File: src/rtl/sddr_pkg.sv
// Shared command encoding, init state enum and helpers for the SDDR init sequencer.
// SDDR_INIT_ZQCL_EN adds the ZQCL / ZQ_WAIT states to the enum.
package sddr_pkg;

  typedef struct packed {
    logic cs_n;
    logic ras_n;
    logic cas_n;
    logic we_n;
  } cmd_t;

  localparam cmd_t CMD_NOP   = '{cs_n: 1'b0, ras_n: 1'b1, cas_n: 1'b1, we_n: 1'b1};
  localparam cmd_t CMD_MRS   = '{cs_n: 1'b0, ras_n: 1'b0, cas_n: 1'b0, we_n: 1'b0};
  localparam cmd_t CMD_ZQCL  = '{cs_n: 1'b0, ras_n: 1'b1, cas_n: 1'b1, we_n: 1'b0};
  localparam cmd_t CMD_DESEL = '{cs_n: 1'b1, ras_n: 1'b1, cas_n: 1'b1, we_n: 1'b1};

  typedef enum logic [2:0] {
    RST_HOLD,
    CKE_WAIT,
    XPR_WAIT,
    MRS,
    MRS_WAIT,
`ifdef SDDR_INIT_ZQCL_EN
    ZQCL,
    ZQ_WAIT,
`endif
    DONE
  } init_state_t;

  localparam int NUM_MR = 4;

  function automatic int max_int(input int a, input int b);
    return (a > b) ? a : b;
  endfunction

  // Mode registers go out in the order MR2, MR3, MR1, MR0.
  function automatic logic [1:0] mr_ba(input logic [1:0] idx);
    case (idx)
      2'd0:    return 2'd2;
      2'd1:    return 2'd3;
      2'd2:    return 2'd1;
      default: return 2'd0;
    endcase
  endfunction

endpackage

File: src/rtl/sddr_wait_counter.sv
// Loadable down-counter that saturates at zero and flags when it gets there.
module sddr_wait_counter #(
  parameter int CNT_W = 8
) (
  input  logic             clk_i,
  input  logic             load_i,
  input  logic [CNT_W-1:0] load_val_i,
  output logic             zero_o
);

  logic [CNT_W-1:0] cnt_q;

  always_ff @(posedge clk_i) begin
    if (load_i) begin
      cnt_q <= load_val_i;
    end else if (cnt_q != '0) begin
      cnt_q <= cnt_q - 1'b1;
    end
  end

  assign zero_o = (cnt_q == '0);

endmodule

File: src/rtl/sddr_init_seq.sv
// SDDR power-up sequencer: reset/CKE timing, MR2/MR3/MR1/MR0 programming, then init_done.
// Define SDDR_INIT_ZQCL_EN to add a ZQCL calibration step before init_done.
module sddr_init_seq
  import sddr_pkg::*;
#(
  parameter int BANK_BITS    = 3,
  parameter int ROW_BITS     = 13,
  parameter int DATA_BITS    = 16,
  localparam int ADDR_W      = ROW_BITS + $clog2(DATA_BITS / 8),
  parameter int T_RESET_CYC  = 40000,
  parameter int T_CKE_CYC    = 100000,
  parameter int T_XPR_CYC    = 72,
  parameter int T_MRD_CYC    = 4,
  parameter int T_MOD_CYC    = 12,
  parameter int T_ZQINIT_CYC = 512,
  parameter logic [ADDR_W-1:0] MR0 = 'h0520,
  parameter logic [ADDR_W-1:0] MR1 = 'h0044,
  parameter logic [ADDR_W-1:0] MR2 = 'h0000,
  parameter logic [ADDR_W-1:0] MR3 = 'h0000
) (
  input  logic                 in_ddr_clock_i,
  input  logic                 in_ddr_reset_i,
  output logic                 ddr_reset_n_o,
  output logic                 ctl_cke_o,
  output logic                 ctl_cs_n_o,
  output logic                 ctl_ras_n_o,
  output logic                 ctl_cas_n_o,
  output logic                 ctl_we_n_o,
  output logic                 ctl_odt_o,
  output logic [ADDR_W-1:0]    ctl_addr_o,
  output logic [BANK_BITS-1:0] ctl_ba_o,
  output logic                 init_done_o
);

  localparam int T_MAX = max_int(max_int(max_int(T_RESET_CYC, T_CKE_CYC),
                                         max_int(T_XPR_CYC, T_MRD_CYC)),
                                 max_int(T_MOD_CYC, T_ZQINIT_CYC));
  localparam int CNT_W = $clog2(T_MAX) + 1;
`ifdef SDDR_INIT_ZQCL_EN
  localparam logic [ADDR_W-1:0] ZQ_ADDR = ADDR_W'(1 << 10);
`endif

  init_state_t         state_q, state_d;
  logic [2:0]          mr_idx_q, mr_idx_d;
  cmd_t                cmd_q, cmd_d;
  logic [ADDR_W-1:0]   addr_q, addr_d;
  logic [BANK_BITS-1:0] ba_q, ba_d;
  logic                rstn_q, rstn_d;
  logic                cke_q, cke_d;
  logic                done_q, done_d;
  logic                odt_q;
  logic                load_d;
  logic [CNT_W-1:0]    load_val_d;
  logic                cnt_zero;

  function automatic logic [ADDR_W-1:0] mr_value(input logic [1:0] idx);
    case (idx)
      2'd0:    return MR2;
      2'd1:    return MR3;
      2'd2:    return MR1;
      default: return MR0;
    endcase
  endfunction

  sddr_wait_counter #(.CNT_W(CNT_W)) u_wait_counter (
    .clk_i      (in_ddr_clock_i),
    .load_i     (in_ddr_reset_i | load_d),
    .load_val_i (in_ddr_reset_i ? CNT_W'(T_RESET_CYC) : load_val_d),
    .zero_o     (cnt_zero)
  );

  // Every wait-counter expiry either advances the state or issues the next command;
  // the counter is reloaded on the same edge so command spacing is exact.
  always_comb begin
    state_d    = state_q;
    mr_idx_d   = mr_idx_q;
    cmd_d      = CMD_NOP;
    addr_d     = '0;
    ba_d       = '0;
    rstn_d     = rstn_q;
    cke_d      = cke_q;
    done_d     = done_q;
    load_d     = 1'b0;
    load_val_d = '0;
    case (state_q)
      RST_HOLD: begin
        if (cnt_zero) begin
          state_d    = CKE_WAIT;
          rstn_d     = 1'b1;
          load_d     = 1'b1;
          load_val_d = CNT_W'(T_CKE_CYC - 1);
        end else begin
          cmd_d = CMD_DESEL;
        end
      end
      CKE_WAIT: begin
        if (cnt_zero) begin
          state_d    = XPR_WAIT;
          cke_d      = 1'b1;
          load_d     = 1'b1;
          load_val_d = CNT_W'(T_XPR_CYC - 1);
        end
      end
      XPR_WAIT, MRS, MRS_WAIT: begin
        if (!cnt_zero) begin
          state_d = MRS_WAIT;
        end else if (mr_idx_q != 3'(NUM_MR)) begin
          state_d    = MRS;
          cmd_d      = CMD_MRS;
          ba_d       = BANK_BITS'(mr_ba(mr_idx_q[1:0]));
          addr_d     = mr_value(mr_idx_q[1:0]);
          mr_idx_d   = mr_idx_q + 3'd1;
          load_d     = 1'b1;
          load_val_d = (mr_idx_q == 3'(NUM_MR - 1)) ? CNT_W'(T_MOD_CYC - 1)
                                                    : CNT_W'(T_MRD_CYC - 1);
        end else begin
`ifdef SDDR_INIT_ZQCL_EN
          state_d    = ZQCL;
          cmd_d      = CMD_ZQCL;
          addr_d     = ZQ_ADDR;
          load_d     = 1'b1;
          load_val_d = CNT_W'(T_ZQINIT_CYC - 1);
`else
          state_d = DONE;
          done_d  = 1'b1;
`endif
        end
      end
`ifdef SDDR_INIT_ZQCL_EN
      ZQCL, ZQ_WAIT: begin
        if (cnt_zero) begin
          state_d = DONE;
          done_d  = 1'b1;
        end else begin
          state_d = ZQ_WAIT;
        end
      end
`endif
      DONE: begin
        state_d = DONE;
      end
      default: begin
        state_d = RST_HOLD;
      end
    endcase
  end

  always_ff @(posedge in_ddr_clock_i) begin
    if (in_ddr_reset_i) begin
      state_q  <= RST_HOLD;
      mr_idx_q <= '0;
      cmd_q    <= CMD_DESEL;
      addr_q   <= '0;
      ba_q     <= '0;
      rstn_q   <= 1'b0;
      cke_q    <= 1'b0;
      done_q   <= 1'b0;
      odt_q    <= 1'b0;
    end else begin
      state_q  <= state_d;
      mr_idx_q <= mr_idx_d;
      cmd_q    <= cmd_d;
      addr_q   <= addr_d;
      ba_q     <= ba_d;
      rstn_q   <= rstn_d;
      cke_q    <= cke_d;
      done_q   <= done_d;
      odt_q    <= 1'b0;
    end
  end

  assign ddr_reset_n_o = rstn_q;
  assign ctl_cke_o     = cke_q;
  assign ctl_cs_n_o    = cmd_q.cs_n;
  assign ctl_ras_n_o   = cmd_q.ras_n;
  assign ctl_cas_n_o   = cmd_q.cas_n;
  assign ctl_we_n_o    = cmd_q.we_n;
  assign ctl_odt_o     = odt_q;
  assign ctl_addr_o    = addr_q;
  assign ctl_ba_o      = ba_q;
  assign init_done_o   = done_q;

endmodule

File: config.mk
export PLATFORM = sky130hd
export DESIGN_NAME = sddr_init_seq
export DESIGN_NICKNAME = d
export VERILOG_FILES = /design/src/rtl/sddr_pkg.sv /design/src/rtl/sddr_wait_counter.sv /design/src/rtl/sddr_init_seq.sv
export SDC_FILE = /design/constraint.sdc
export NUM_CORES = 1
export LEC_CHECK = 0
export CAP_MARGIN = 10
export CORE_MARGIN = 1.5
export CORE_UTILIZATION = 41
export CTS_CLUSTER_SIZE = 20
export DETAILED_ROUTE_END_ITERATION = 8
export RECOVER_POWER = 50
export SYNTH_ARGS = -nofsm -noshare
export SYNTH_HDL_FRONTEND = slang
export SYNTH_SLANG_ARGS = --single-unit
File: constraint.sdc
create_clock -name in_ddr_clock_i -period 5.4 [get_ports in_ddr_clock_i]
set_clock_uncertainty 0.15 [all_clocks]
set_input_delay 1.08 -clock in_ddr_clock_i [delete_from_list [all_inputs] [get_ports in_ddr_clock_i]]
set_output_delay 1.08 -clock in_ddr_clock_i [all_outputs]
set_load 0.005 [all_outputs]
==> flow_summary.yaml <==
status:
  outcome: "finished clean"
global_route:
  grt_pass1_vias: 1247
  grt_max_degree: 26
  grtUsageTotal: 0.1467
  gr-total-overflow: 0
  grt_pass1_wl_mm: 5.692
  antenna_found_initial: 0
cts:
  cts_setup_buffers: 0
  cts_resized: 0
  cts_buffers: 5
  cts_hold_buffers: 0
  clkLatencyLatePin_ps: 270
  cts_root_buffer: "clkbuf_8"
  htreeDepth: 2
  cts_tree: "yes"
  clk_pin_slew_ps: 70
  clock-sinks: 33
  clock_path_buffers: 2
worst_hold_path:
  hold_start: "ddr_reset_n_o"
  whs_path_depth: 2
  min_path_type: "flop to flop"
die:
  dieHeight_um: 70.25
  die_w_um: 70.25
  pin_count: 27
  rows: 24
  initial_utilization: 0.4259
  fp.dieArea_mm2: 0.004935
  core-area_mm2: 0.004354
routing:
  ant_nets: 0
  drt-wirelength-per-cell_um: 13.71
  via_count: 1368
  dr.pass1.iters: 6
  drtIter0Drc: 46
  drt_wl_total_mm: 3.482
  viasPerCell: 5.386
  drc: 0
setup_path:
  path_max_fanout: 18
  crit_required_ps: 5150
  arrival_ps: 3280
  crit-reg2reg-launch: "u_wait_counter.cnt_q[0]"
  worstRegToRegCells: 6
  reg2reg_slack_ps: 1870
  crit_start: "u_wait_counter.cnt_q[0]"
  endpoint_kind: "flop"
  cp-endpoint: "u_wait_counter.cnt_q[13]"
  reg2reg_to: "u_wait_counter.cnt_q[13]"
  worstSetupStartpointType: "flop"
  path_class: "flop to flop"
synth:
  synth_commonest_cells: "nor2_1 (19), edfxtp_1 (18), buf_4 (16)"
  synth.most_common_cell: "nor2_1"
  yosysTopAreaCell: "edfxtp_1"
  synth-edff-count: 18
  synthesis.instances: 191
  seq_area_frac_synth: 0.4534
  synth.distinct_cells: 46
  syn_avg_cell_area_um2: 9.708
  netlist.area_leader.share: 0.2915
  synth_area_leaders: "edfxtp_1 (29%), dfxtp_1 (16%), buf_4 (6.5%)"
  syn_area_mm2: 0.001854
  ys_ff_latch: 33
  synth_top_flop_cell: "edfxtp_1"
  async_reset_ff_frac: 0
  synth_warnings: 0
sta:
  max_freq_ghz: 0.2834
  final_hold_viol_count: 0
  slew_headroom: 0.3588
  tns_ps: 0
  tightest_slew_ps: 958.6
  layout_setup_ws_ps: 1871
  setup_viol: 0
  period_needed_ps: 3529
  rsz0062_at_grt: "no"
  fin_crit_sh: 0.6535
  slew_violations: 0
pwr:
  p_clk_frac: 0.380
  ir_worst_vdd_uv: 169.4
  p_sw_frac: 0.2284
  power.internal_mw: 0.4351
  p_sw_mw: 0.1288
  seqPwrFrac: 0.521
  power_density_mw_per_mm2: 274.0
  power_frac_comb: 0.099
  cellLeakagePower_nw: 0.7331
flow_run:
  cap_violations: 0
finish:
  layout.nets: 210
  syn2layout_area_growth_pct: 11.00
  fillers: 412
  post-route-util: 0.4727
  instances_no_fill: 254
  antenna_cells: 0
  drive_gt1_frac: 0.06436
placed_design:
  finalWeightedCongestion: 0.8304
  post-place-cells: 246
  portBuffers: 15
  place_ws_ps: 1625
  dp_hpwl_mm: 2.578
## worst min path at each step
stage | endpoint | slack, ps
after CTS | ctl_cke_o | 330
after global placement | ctl_cke_o | 310
final | ddr_reset_n_o | 310
after detailed placement | ctl_cke_o | 310
after floorplan | init_done_o | 310
after global routing | init_done_o | 350
## layer usage
layer | vias up | routed length (um) | GRT usage
met5 | - | 0 | 0
met4 | 0 | 33 | 0.05128
met3 | 2 | 138 | 0.03896
met2 | 45 | 1792 | 0.2474
met1 | 648 | 1518 | 0.1803
li1 | 673 | - | -
## power by group through the flow
stage          Sequential (mW)  Clock, mW  Combinational, mW
6_report                 0.294      0.214             0.0559
5_1_grt                  0.296      0.233             0.0634
4_1_cts                  0.294      0.221             0.0565
3_5_place_dp             0.299          0             0.0561
3_3_place_gp             0.298          0             0.0554
2_1_floorplan            0.295          0             0.0527
## cell usage in the layout (no fill, tap or decap), drive strengths merged, types with 3 or more instances in the layout
cell / n
dlygate4sd3: 15
dfxtp: 15
nor2: 19
xor2: 3
or4: 3
or3: 5
conb: 11
nand3: 5
nor4: 8
a21oi: 8
and2: 4
xnor2: 11
clkbuf: 8
inv: 9
o21ai: 6
edfxtp: 18
ha: 7
nor3: 15
nand2: 7
## logic make-up (layout without fill, tap and decap cells)
group / after synthesis / in the layout / share of synthesized area
mux: 1 / 1 / 0.005398
fa+ha+maj: 7 / 7 / 0.04723
compound gates: 28 / 28 / 0.1012
xor+xnor: 14 / 14 / 0.06613
simple gates: 75 / 75 / 0.2267
flops: 33 / 33 / 0.4534
buf+inv: 32 / 33 / 0.09784
other cells: 1 / 11 / 0.002022
## sequential cells by signal, summed over array words and instances (netlist names)
register and flops:
state_q 3, ctl_ba_o 2, mr_idx_q 3, init_done_o 1, u_wait_counter.cnt_q 18, ctl_ras_n_o 1, ddr_reset_n_o 1, ctl_cs_n_o 1
ctl_addr_o 2, ctl_cke_o 1
## per-stage QoR
stage	total power, mW	hold WS, ps	area [um2]
CTS	0.5711	328.9	2078
finish	0.5639	314.7	2058
floorplan	0.3480	310.4	1892
detailed placement	0.3551	308.0	1967
global route	0.5921	354.4	2058
global placement	0.3533	310.9	1967
## cell type report
class,instances,area [um2],area share
clock buffer,8,111.4,0.05410
inverter,9,33.78,0.01641
multi-input combinational,136,849.6,0.4128
sequential,33,840.8,0.4085
tap,52,65.06,0.03161
timing repair buffer,16,157.7,0.07660
## worst max-delay path, stage by stage (launching register included)
cell and delay (ps):
edfxtp_1 430, inv_1 80, ha_1 220, nor4b_1 420, nand3_1 410, or4_1 770
nand3_1 660
No activity file was read; power rests on OpenSTA's default activity.
